File: src/rtl/if_prefetch_stage.sv
// Fetch stage for the 16-bit MIPS pipeline: owns the PC, reads imem over req/ack,
// and buffers fetched words so ID stalls never lose a fetch.
module if_prefetch_stage #(
  parameter logic [15:0] RESET_PC  = 16'h0000,
  parameter int          BUF_DEPTH = 2
) (
  input  logic        clock,
  input  logic        reset,
  input  logic        stall,
  input  logic        redirect,
  input  logic [15:0] redirect_pc,
  output logic        imem_req,
  output logic [15:0] imem_addr,
  input  logic        imem_ack,
  input  logic [15:0] imem_rdata,
  output logic [15:0] ifid_ir,
  output logic [15:0] ifid_pcplus2,
  output logic        ifid_valid,
  output logic [1:0]  buf_count
);

  localparam int PW = (BUF_DEPTH > 1) ? $clog2(BUF_DEPTH) : 1;
  localparam logic [PW-1:0] PTR_MAX = PW'(BUF_DEPTH - 1);
  localparam logic [1:0] DEPTH_C = BUF_DEPTH[1:0];

  typedef enum logic [1:0] {IDLE, WAIT, DROP} state_t;

  state_t state, state_nx;
  logic [15:0] addr, addr_nx;
  logic [15:0] drop_pc, drop_pc_nx;
  logic [1:0] cnt, cnt_nx;
  logic [PW-1:0] rd_ptr, wr_ptr;
  logic [31:0] qmem [BUF_DEPTH];

  logic [15:0] rpc;
  logic ack_ok, push, bypass, pop, q_push, space;
  logic unused_bit;

  assign unused_bit = redirect_pc[0];
  assign rpc = {redirect_pc[15:1], 1'b0};

  assign imem_req = (state != IDLE);
  assign imem_addr = addr;
  assign buf_count = cnt;

  // ack only counts while a read is actually outstanding
  assign ack_ok = imem_req & imem_ack;
  assign push = (state == WAIT) & ack_ok & ~redirect;
  assign bypass = push & (cnt == 2'd0) & ~stall;
  assign pop = ~redirect & ~stall & (cnt != 2'd0);
  assign q_push = push & ~bypass;

  assign cnt_nx = redirect ? 2'd0
                : cnt + {1'b0, q_push} - {1'b0, pop};
  assign space = (cnt_nx < DEPTH_C);

  function automatic logic [PW-1:0] inc(input logic [PW-1:0] p);
    return (p == PTR_MAX) ? '0 : p + 1'b1;
  endfunction

  always_comb begin
    state_nx = state;
    addr_nx = addr;
    drop_pc_nx = drop_pc;
    if (redirect) begin
      // a read still in flight must finish before addr may move
      if (state != IDLE && !ack_ok) begin
        state_nx = DROP;
        drop_pc_nx = rpc;
      end else begin
        state_nx = WAIT;
        addr_nx = rpc;
      end
    end else begin
      unique case (state)
        IDLE: begin
          if (space) state_nx = WAIT;
        end
        WAIT: begin
          if (ack_ok) begin
            addr_nx = addr + 16'd2;
            state_nx = space ? WAIT : IDLE;
          end
        end
        DROP: begin
          if (ack_ok) begin
            addr_nx = drop_pc;
            state_nx = space ? WAIT : IDLE;
          end
        end
        default: state_nx = IDLE;
      endcase
    end
  end

  always_ff @(negedge clock or posedge reset) begin
    if (reset) begin
      state <= IDLE;
      addr <= RESET_PC;
      drop_pc <= RESET_PC;
      cnt <= 2'd0;
      rd_ptr <= '0;
      wr_ptr <= '0;
    end else begin
      state <= state_nx;
      addr <= addr_nx;
      drop_pc <= drop_pc_nx;
      cnt <= cnt_nx;
      if (redirect) begin
        rd_ptr <= '0;
        wr_ptr <= '0;
      end else begin
        if (pop) rd_ptr <= inc(rd_ptr);
        if (q_push) wr_ptr <= inc(wr_ptr);
      end
    end
  end

  always_ff @(negedge clock) begin
    if (q_push) qmem[wr_ptr] <= {imem_rdata, addr + 16'd2};
  end

  always_ff @(negedge clock or posedge reset) begin
    if (reset) begin
      ifid_ir <= 16'h0000;
      ifid_pcplus2 <= 16'h0000;
      ifid_valid <= 1'b0;
    end else if (redirect) begin
      ifid_ir <= 16'h0000;
      ifid_valid <= 1'b0;
    end else if (stall) begin
      ifid_ir <= ifid_ir;
    end else if (pop) begin
      ifid_ir <= qmem[rd_ptr][31:16];
      ifid_pcplus2 <= qmem[rd_ptr][15:0];
      ifid_valid <= 1'b1;
    end else if (bypass) begin
      ifid_ir <= imem_rdata;
      ifid_pcplus2 <= addr + 16'd2;
      ifid_valid <= 1'b1;
    end else begin
      ifid_ir <= 16'h0000;
      ifid_valid <= 1'b0;
    end
  end

endmodule

File: config.mk
export PLATFORM = sky130hd
export DESIGN_NAME = if_prefetch_stage
export DESIGN_NICKNAME = d
export VERILOG_FILES = /design/src/rtl/if_prefetch_stage.sv
export SDC_FILE = /design/constraint.sdc
export NUM_CORES = 1
export LEC_CHECK = 0
export ABC_AREA = 1
export BUFFER_PORTS_ARGS = -buffer_cell sky130_fd_sc_hd__buf_4
export CAP_MARGIN = 10
export CORE_MARGIN = 4
export CORE_UTILIZATION = 51
export DETAILED_ROUTE_END_ITERATION = 7
export GPL_TIMING_DRIVEN = 0
export PLACE_DENSITY = 0.8
export SETUP_SLACK_MARGIN = 0.2
export SLEW_MARGIN = 30
export SYNTH_ARGS = -nofsm -noshare
export SYNTH_HDL_FRONTEND = slang
export SYNTH_SLANG_ARGS = --single-unit
File: constraint.sdc
create_clock -name clock -period 3.15 [get_ports clock]
set_input_delay 0.63 -clock clock [delete_from_list [all_inputs] [get_ports clock]]
set_output_delay 0.63 -clock clock [all_outputs]
set_load 0.02 [all_outputs]
==> reports/metrics.cfg, run 1 <==
[power]
cellLeakagePower_nw = 4.58
p_seq_frac = 0.303
p_comb_frac = 0.404
p_int_mw = 5.16
p_per_area_mw_per_mm2 = 906
finalPower_mw = 8.58
p_sw_frac = 0.399
clkPwrFrac = 0.294
ir_drop_uv = 651
p_switching_mw = 3.43

[worst_setup_path]
cp-end-kind = flop
worstPathMaxFanout = 4
slowest_delay_ns = 0.28
cp_top_family = simple AND/OR/NAND/NOR gates
rr_worst_depth = 20
worstSetupPathDepth = 16
cp_data_arrival_time_ns = 2.39
path_cells = buf_12 -> nor2_4 -> o21ai_4 -> inv_4 -> nor2_4 -> inv_4 -> nand3_4 -> ha_4 -> inv_2 -> ha_4 -> nand3b_1 -> nand3_2 -> o21ai_2 -> buf_4 -> nand2_2 -> nand2_2
critPathKind = primary input to flop
reg2reg_slack_ns = 0.59
rr_endpoint = state[0]
critPathRequiredTime_ns = 1.84
endpoint = state[0]
crit_start = stall
cp_num_buf_inv = 5
cp_slowest_cell = ha_4
reg2reg_from = state[0]
start_kind = primary input

[routing]
wl_per_cell_um = 21.7
ant_nets = 0
num_vias = 6097
drtPass1Iterations = 7
avgViaCountPerCell = 5.90
drtIter0Drc = 770
drc = 0
finalWirelength_um = 22400

[job]
maxCapViolations = 0

[grt]
grt_pass1_vias = 5857
antenna_found_initial = 0
top_usage_layer = met2
grt_pass1_wl_um = 29800
grt.met1_usage = 0.343
grt-ovfl-total = 0
track_usage = 0.296
gr-usage-met3 = 0.0637
grt.met2_usage = 0.524
grt_max_degree = 31

[synthesis]
synth.area.mux_share = 0
synthFlopType = dfrtn_1
synthAdderAreaFrac = 0.0150
synth-simple-area-share = 0.200
synth_compound_area_frac = 0.103
netlist_area_mm2 = 0.00584
synth_warnings = 0
synth_xor_xnor_area_share = 0.0105
ys_types = 37
syn_avg_cell_area_um2 = 9.68
async_flop_share = 0.523
synth_seq_area_share = 0.611
synth_top_family_by_area = simple AND/OR/NAND/NOR gates
synthCells = 603
synth_edf_count = 62
ys_ff_latch = 130

[layout]
antenna-diode-count = 0
final_common_cell = nand2_1
final_util = 0.859
drive_gt1_frac = 0.385
design_area_mm2 = 0.00947
fin_nets = 924
syn_to_final_growth_pct = 62.3
layout_common_cells = nand2_1 (135), buf_4 (120), inv_1 (98)
layoutNonFillerInstCount = 1033

[timing]
setup_violations = 137
fin_skew_ns = 0.0944
maxSlewViolCount = 0
worstMarginPinSlew_ns = 0.622
slew_headroom = 0.585
fin_hold_ws_ns = 0.428
finalWorstSetupSlack_ns = -0.548
finalSetupTns_ns = -21.41
grt_setup_unrepaired = true
hold_viol_final = 0

[min_path]
hold_start = drop_pc[7]
hold_class = flop to flop

[placement]
placed_cells = 829
port_buffers = 83
place_congestion = 0.837
pre_cts_slack_ns = -1.19
placed_area_mm2 = 0.00684
place_hpwl_um = 10400

[clocking]
cts_sinks = 130
clock_path_buffers = 2
cts_inserted_buffers = 17
htree_levels = 4
hold_buffers = 0
cts_tree = yes
cts.clk_slew.worst_paths_ns = 0.05
clock-root-buffer = clkbuf_16
clkLatencyLatePin_ns = 0.49

[floorplan]
die_y_um = 115
row_count = 38
start_util = 0.529
core_area_mm2 = 0.0110
ios = 89
die_area_mm2 = 0.0132
die_x_um = 115

[status]
status = complete, but fails checks
violations = setup timing

Yosys cell counts, drive strengths merged, types with 5 or more instances:
master | n | share of area
dfrtn | 68 | 0.29
clkbuf | 10 | 0.0064
nand3 | 36 | 0.032
nor2 | 70 | 0.048
nand2 | 165 | 0.11
o21ai | 41 | 0.037
o311ai | 18 | 0.027
edfxtp | 62 | 0.32
a21oi | 29 | 0.025
inv | 49 | 0.032
buf | 20 | 0.022
o211ai | 5 | 0.0064
ha | 7 | 0.015
what timing repair did:
item	in CTS	in global routing
gates resized for setup	111	83
setup buffers	62	43
pin swaps	16	20
setup endpoints to repair	151	159
cloned	4	2
kinds of logic (layout without fill, tap and decap cells):
family / Yosys count / after routing
AND/OR/NAND/NOR: 280 / 282
flip-flops: 130 / 130
AO/OA/AOI/OAI: 99 / 99
buffers and inverters: 79 / 366
adder cells (fa/ha/maj): 7 / 7
XOR/XNOR: 7 / 7
other: 1 / 2
worst min-delay path by stage:
stage | cells past startpoint | slack [ns] | end
after floorplan | 2 | 0.40 | drop_pc[2]
after global placement | 2 | 0.42 | drop_pc[2]
after detailed placement | 2 | 0.42 | drop_pc[6]
after CTS | 2 | 0.43 | drop_pc[6]
after global routing | 2 | 0.46 | drop_pc[7]
final | 2 | 0.43 | drop_pc[7]
area by class of cell:
class | instances | area, um2
sequential | 130 | 3560
multi-input combinational | 397 | 2500
timing repair buffer | 194 | 1910
fill | 507 | 1560
clock buffer | 19 | 475
clock inverter | 75 | 375
buffer | 30 | 268
inverter | 48 | 209
tap | 140 | 175
flip-flops by register name, indices dropped and copies added, names as in the netlist:
signal and cells:
ifid_valid 1, drop_pc 15, ifid_pcplus2 15, imem_addr 15, ifid_ir 16, buf_count 2
wr_ptr 1, rd_ptr 1, qmem 62, state 2
power by group through the flow:
stage                     Clock, mW  Sequential (mW)  Combinational [mW]
after CTS                      2.38             2.56                2.83
after floorplan               0.119             2.81                1.09
after global placement        0.119             2.62                2.02
after detailed placement      0.119             2.64                2.10
final                          2.52             2.60                3.46
after global routing           2.62             2.62                3.67
worst register-to-register path, delay by kind of cell (launching register included):
family / cells / cell delay, ns
flops: 1 / 0.42
simple gates: 12 / 1.07
fa+ha+maj: 3 / 0.48
buf+inv: 5 / 0.43
routing by layer:
metal / vias up / routed length [um]
li1: 2584 / -
met1: 2921 / 7780
met2: 467 / 11500
met3: 125 / 1950
met4: 0 / 1200
met5: - / 0
(Power assumes the default switching activity.)
==> run 2: changes to the inputs <==
Settings changed: BUFFER_PORTS_ARGS -buffer_cell sky130_fd_sc_hd__buf_4 to unset, CORE_MARGIN 4 to 1, CORE_UTILIZATION 51 to 57, DONT_BUFFER_PORTS set to 1, PLACE_DENSITY 0.8 to 0.79.
==> run 2 against run 1 <==
The flow still finishes with violations (setup timing). Clock-buffer cell count is the same. Sequential power up 12%. Design area down 20%. Wire length fell by 27%. Worst hold slack lost 0.0010 ns. Largest cell class unchanged.
==> reports/metrics.cfg, run 2 (same netlist as run 1, synthesis figures left out) <==
[floorplan]
ios = 89
row_count = 36
die_x_um = 103
core_area_mm2 = 0.00986
die_area_mm2 = 0.0106
die_y_um = 103
start_util = 0.592

[layout]
layoutNonFillerInstCount = 865
top_regs = qmem: 62 flops, ifid_ir: 16 flops
syn_to_final_growth_pct = 29.8
fin_nets = 763
largest-register = qmem
drive_gt1_frac = 0.209
design_area_mm2 = 0.00757
largest_reg_flops = 62
final_common_cell = nand2_1
layout_common_cells = nand2_1 (147), inv_1 (99), dfrtn_1 (68)
antenna-diode-count = 0
final_util = 0.768

[power]
p_per_area_mw_per_mm2 = 904
cellLeakagePower_nw = 3.51
clkPwrFrac = 0.327
ir_drop_uv = 640
p_switching_mw = 2.72
p_sw_frac = 0.398
p_seq_frac = 0.427
p_int_mw = 4.12
finalPower_mw = 6.84
p_comb_frac = 0.247

[worst_setup_path]
cp_data_arrival_time_ns = 2.29
critPathRequiredTime_ns = 1.89
slowest_delay_ns = 0.25
reg2reg_from = state[0]
cp_num_buf_inv = 4
cp-end-kind = flop
rr_worst_depth = 18
rr_endpoint = state[0]
cp_top_family = simple AND/OR/NAND/NOR gates
worstSetupPathDepth = 16
worstPathMaxFanout = 5
cp_slowest_cell = ha_4
critPathKind = primary input to flop
reg2reg_slack_ns = 0.60
path_cells = buf_12 -> nor2_4 -> o21ai_4 -> inv_4 -> nor2_4 -> inv_4 -> nand3_4 -> ha_4 -> inv_2 -> ha_4 -> nand3b_1 -> nand3_2 -> o21ai_2 -> nor2_1 -> nand2_1 -> nand2_1
crit_start = stall
start_kind = primary input

[clocking]
clock-root-buffer = clkbuf_8
clkLatencyLatePin_ns = 0.53
htree_levels = 4
cts_tree = yes
cts_inserted_buffers = 17
cts_sinks = 130
clock_path_buffers = 2
hold_buffers = 0
cts.clk_slew.worst_paths_ns = 0.04

[placement]
port_buffers = 0
place_hpwl_um = 9680
placed_area_mm2 = 0.00621
placed_cells = 739
place_congestion = 0.885

[timing]
finalWorstSetupSlack_ns = -0.408
maxSlewViolCount = 0
grt_setup_unrepaired = true
setup_violations = 116
hold_viol_final = 0
fin_skew_ns = 0.0762
fin_hold_ws_ns = 0.427
worstMarginPinSlew_ns = 0.529
slew_headroom = 0.647

[status]
status = complete, but fails checks
violations = setup timing

[min_path]
hold_class = flop to flop
whs_path_depth = 2
hold_start = drop_pc[6]
hold_path_end = drop_pc[6]

[routing]
drtPass1Iterations = 5
avgViaCountPerCell = 5.64
drtIter0Drc = 310
wl_per_cell_um = 18.9
drc = 0
finalWirelength_um = 16400
ant_nets = 0
num_vias = 4876

[grt]
track_usage = 0.312
antenna_found_initial = 0
grt-ovfl-total = 0
grt_max_degree = 30
grt_pass1_wl_um = 24100
grt_pass1_vias = 4998

[job]
maxCapViolations = 0

==> run 2: worst max path at each step <==
stage | to | slack, ns
4_1_cts | state[0] | -0.35
3_3_place_gp | qmem[0][17] | -1.12
5_1_grt | state[0] | -0.47
6_report | state[0] | -0.41
3_5_place_dp | state[0] | -1.18
2_1_floorplan | state[0] | -0.86
==> run 2: worst min-delay path, cell delays in order (launching register included) <==
cell and delay [ns]:
dfrtn_1 0.41, nand2_1 0.05, nand2_1 0.05
==> run 2: power groups by stage <==
stage	clock, mW	combinational, mW	sequential [mW]
floorplan	0.119	1.09	2.81
global placement	0.119	1.34	2.92
detailed placement	0.119	1.41	2.94
CTS	2.21	1.59	2.92
global route	2.37	1.87	2.97
finish	2.24	1.69	2.92
==> run 2: timing repair <==
action,CTS,global route
gates resized for setup,25,34
cloned,3,0
buffers inserted,22,8
pin swaps,14,13
endpoints found under the hold margin,0,0
endpoints found under the setup margin,134,144
==> run 2: routing by layer <==
| layer | track usage | share of wire |
|---|---|---|
| met1 | 0.349 | 0.36 |
| met2 | 0.550 | 0.53 |
| met3 | 0.101 | 0.089 |
| met4 | 0.131 | 0.024 |
| met5 | 0 | 0 |
==> run 2: through the flow <==
step	worst slack, ns	TNS, ns
global route	-0.470	-13.25
finish	-0.408	-10.79
CTS	-0.347	-9.75
floorplan	-0.862	-46.82
global placement	-1.12	-92.96
detailed placement	-1.18	-88.23
==> run 2: area by class of cell <==
type	instances	area [um2]
tap	133	166
multi-input combinational	397	2210
clock inverter	75	358
clock buffer	19	442
inverter	48	206
sequential	130	3560
fill	605	2290
buffer	30	236
timing repair buffer	33	387
==> run 3: changes to the inputs <==
Settings changed: CORE_ASPECT_RATIO set to 0.75.
==> run 3 against run 2 <==
The run still ends with setup timing left. Power is 8.3% higher. Worst hold slack better by 0.0065 ns. Design area is 5.0% higher. Clock skew is 0.012 ns higher. Critical path type unchanged. Largest cell class unchanged.
==> reports/metrics.cfg, run 3 (same netlist as run 1, synthesis figures left out) <==
[floorplan]
die_area_mm2 = 0.0107
ios = 89
start_util = 0.595
die_y_um = 89.6
row_count = 31
core_area_mm2 = 0.00981
die_x_um = 119

[clocking]
cts_sinks = 130
clock_path_buffers = 2
htree_levels = 4
cts.clk_slew.worst_paths_ns = 0.04
clock-root-buffer = clkbuf_16
clkLatencyLatePin_ns = 0.49
cts_tree = yes
cts_inserted_buffers = 17

[routing]
ant_nets = 0
drc = 0
avgViaCountPerCell = 6.53
wl_per_cell_um = 24.6
num_vias = 5756
finalWirelength_um = 21700
drtIter0Drc = 804
drtPass1Iterations = 8

[grt]
antenna_found_initial = 0
grt_max_degree = 29
grt_pass1_wl_um = 25900
track_usage = 0.333
grt_pass1_vias = 4954
grt-ovfl-total = 0

[placement]
port_buffers = 0
placed_cells = 738
place_congestion = 0.867
pre_cts_slack_ns = -1.15
place_hpwl_um = 9660

[worst_setup_path]
slowest_delay_ns = 0.16
rr_worst_depth = 17
worstPathMaxFanout = 6
critPathKind = primary input to flop
cp_data_arrival_time_ns = 2.21
path_cells = buf_12 -> nor2_4 -> o21ai_4 -> inv_2 -> nor2_4 -> inv_4 -> nand3_4 -> buf_6 -> buf_6 -> buf_6 -> buf_6 -> nor2_4 -> buf_6 -> buf_12
start_kind = primary input
path_common_cell = buf_6
cp-end-kind = flop
critPathRequiredTime_ns = 1.74
cp_slowest_cell = nor2_4

[layout]
final_common_cell = nand2_1
antenna-diode-count = 0
fin_nets = 780
top_regs = qmem: 62 flops, ifid_ir: 16 flops
largest_reg_flops = 62
largest-register = qmem
layout_common_cells = nand2_1 (148), inv_1 (98), dfrtn_1 (68)
syn_to_final_growth_pct = 36.3
layoutNonFillerInstCount = 881
drive_gt1_frac = 0.231

[min_path]
hold_class = flop to flop
whs_path_depth = 2

[status]
status = complete, but fails checks
violations = setup timing

[timing]
finalWorstSetupSlack_ns = -0.468
grt_setup_unrepaired = true
setup_violations = 100
hold_viol_final = 0
worstMarginPinSlew_ns = 0.597
slew_headroom = 0.602
fin_skew_ns = 0.0882
maxSlewViolCount = 0

[job]
maxCapViolations = 0

[power]
cellLeakagePower_nw = 3.68
ir_drop_uv = 578
p_per_area_mw_per_mm2 = 932

run 3: cell count changes in the layout (fill, tap and decap cells not counted), sizes merged:
| cell | before | now |
|---|---|---|
| buf | 52 | 66 |
| clkbuf | 30 | 35 |
| clkinv | 4 | 5 |
| clkinvlp | 4 | 3 |
| inv | 114 | 112 |
run 3: per-stage QoR:
| stage | power [mW] | instance area (um2) | util | hold WS [ns] | TNS, ns |
|---|---|---|---|---|---|
| finish | 7.41 | 7950 | 0.810 | 0.433 | -24.98 |
| global route | 7.63 | 7950 | 0.810 | 0.457 | -27.38 |
| CTS | 6.78 | 7410 | 0.755 | 0.430 | -16.65 |
| detailed placement | 4.47 | 6210 | 0.633 | 0.425 | -86.56 |
| global placement | 4.39 | 6170 | 0.629 | 0.418 | -91.07 |
| floorplan | 4.03 | 6000 | - | 0.403 | -46.82 |
run 3: worst max-delay path: cells and delay by family:
family	cells	cell delay, ns
compound gates	1	0.08
buf+inv	9	1.05
simple gates	4	0.44
run 3: power by group:
group / internal (mW) / switching [mW]
combinational: 0.768 / 1.29
sequential: 2.28 / 0.722
clock: 1.26 / 1.09
total: 4.31 / 3.11
run 3: repair_timing:
action | in CTS | in global routing
cloned | 3 | 4
buffers inserted | 27 | 16
hold buffers | 0 | 0
pin swaps | 11 | 10
gates resized for setup | 31 | 70
endpoints found under the setup margin | 148 | 147
run 3: area by class of cell:
| class | instances | area (um2) |
|---|---|---|
| plain buffers | 30 | 268 |
| clock buffers | 21 | 472 |
| clock inverters | 73 | 332 |
| fillers | 478 | 1860 |
| inverters | 48 | 204 |
| multi-input cells | 397 | 2310 |
| flip-flops and latches | 130 | 3560 |
| well taps | 132 | 165 |
| repair buffers | 50 | 638 |
run 3: metal layers:
| layer | up-vias | part of all wire | global-route usage |
|---|---|---|---|
| met5 | - | 0 | 0 |
| met3 | 165 | 0.15 | 0.100 |
| li1 | 2290 | - | - |
| met1 | 2719 | 0.33 | 0.412 |
| met2 | 582 | 0.45 | 0.540 |
| met4 | 0 | 0.073 | 0.178 |
run 3: path summary, 6_finish.rpt:
path | startpoint | end | slack [ns]
worst max-delay path | redirect | qmem[0][26] | -0.47
worst min-delay path | drop_pc[5] | drop_pc[5] | 0.43
worst max register to register | state[1] | qmem[0][26] | 0.56
worst min register to register | drop_pc[5] | drop_pc[5] | 0.43
max in group asynchronous | reset | ifid_ir[1] | 1.06
min in group asynchronous | reset | ifid_ir[13] | 1.56
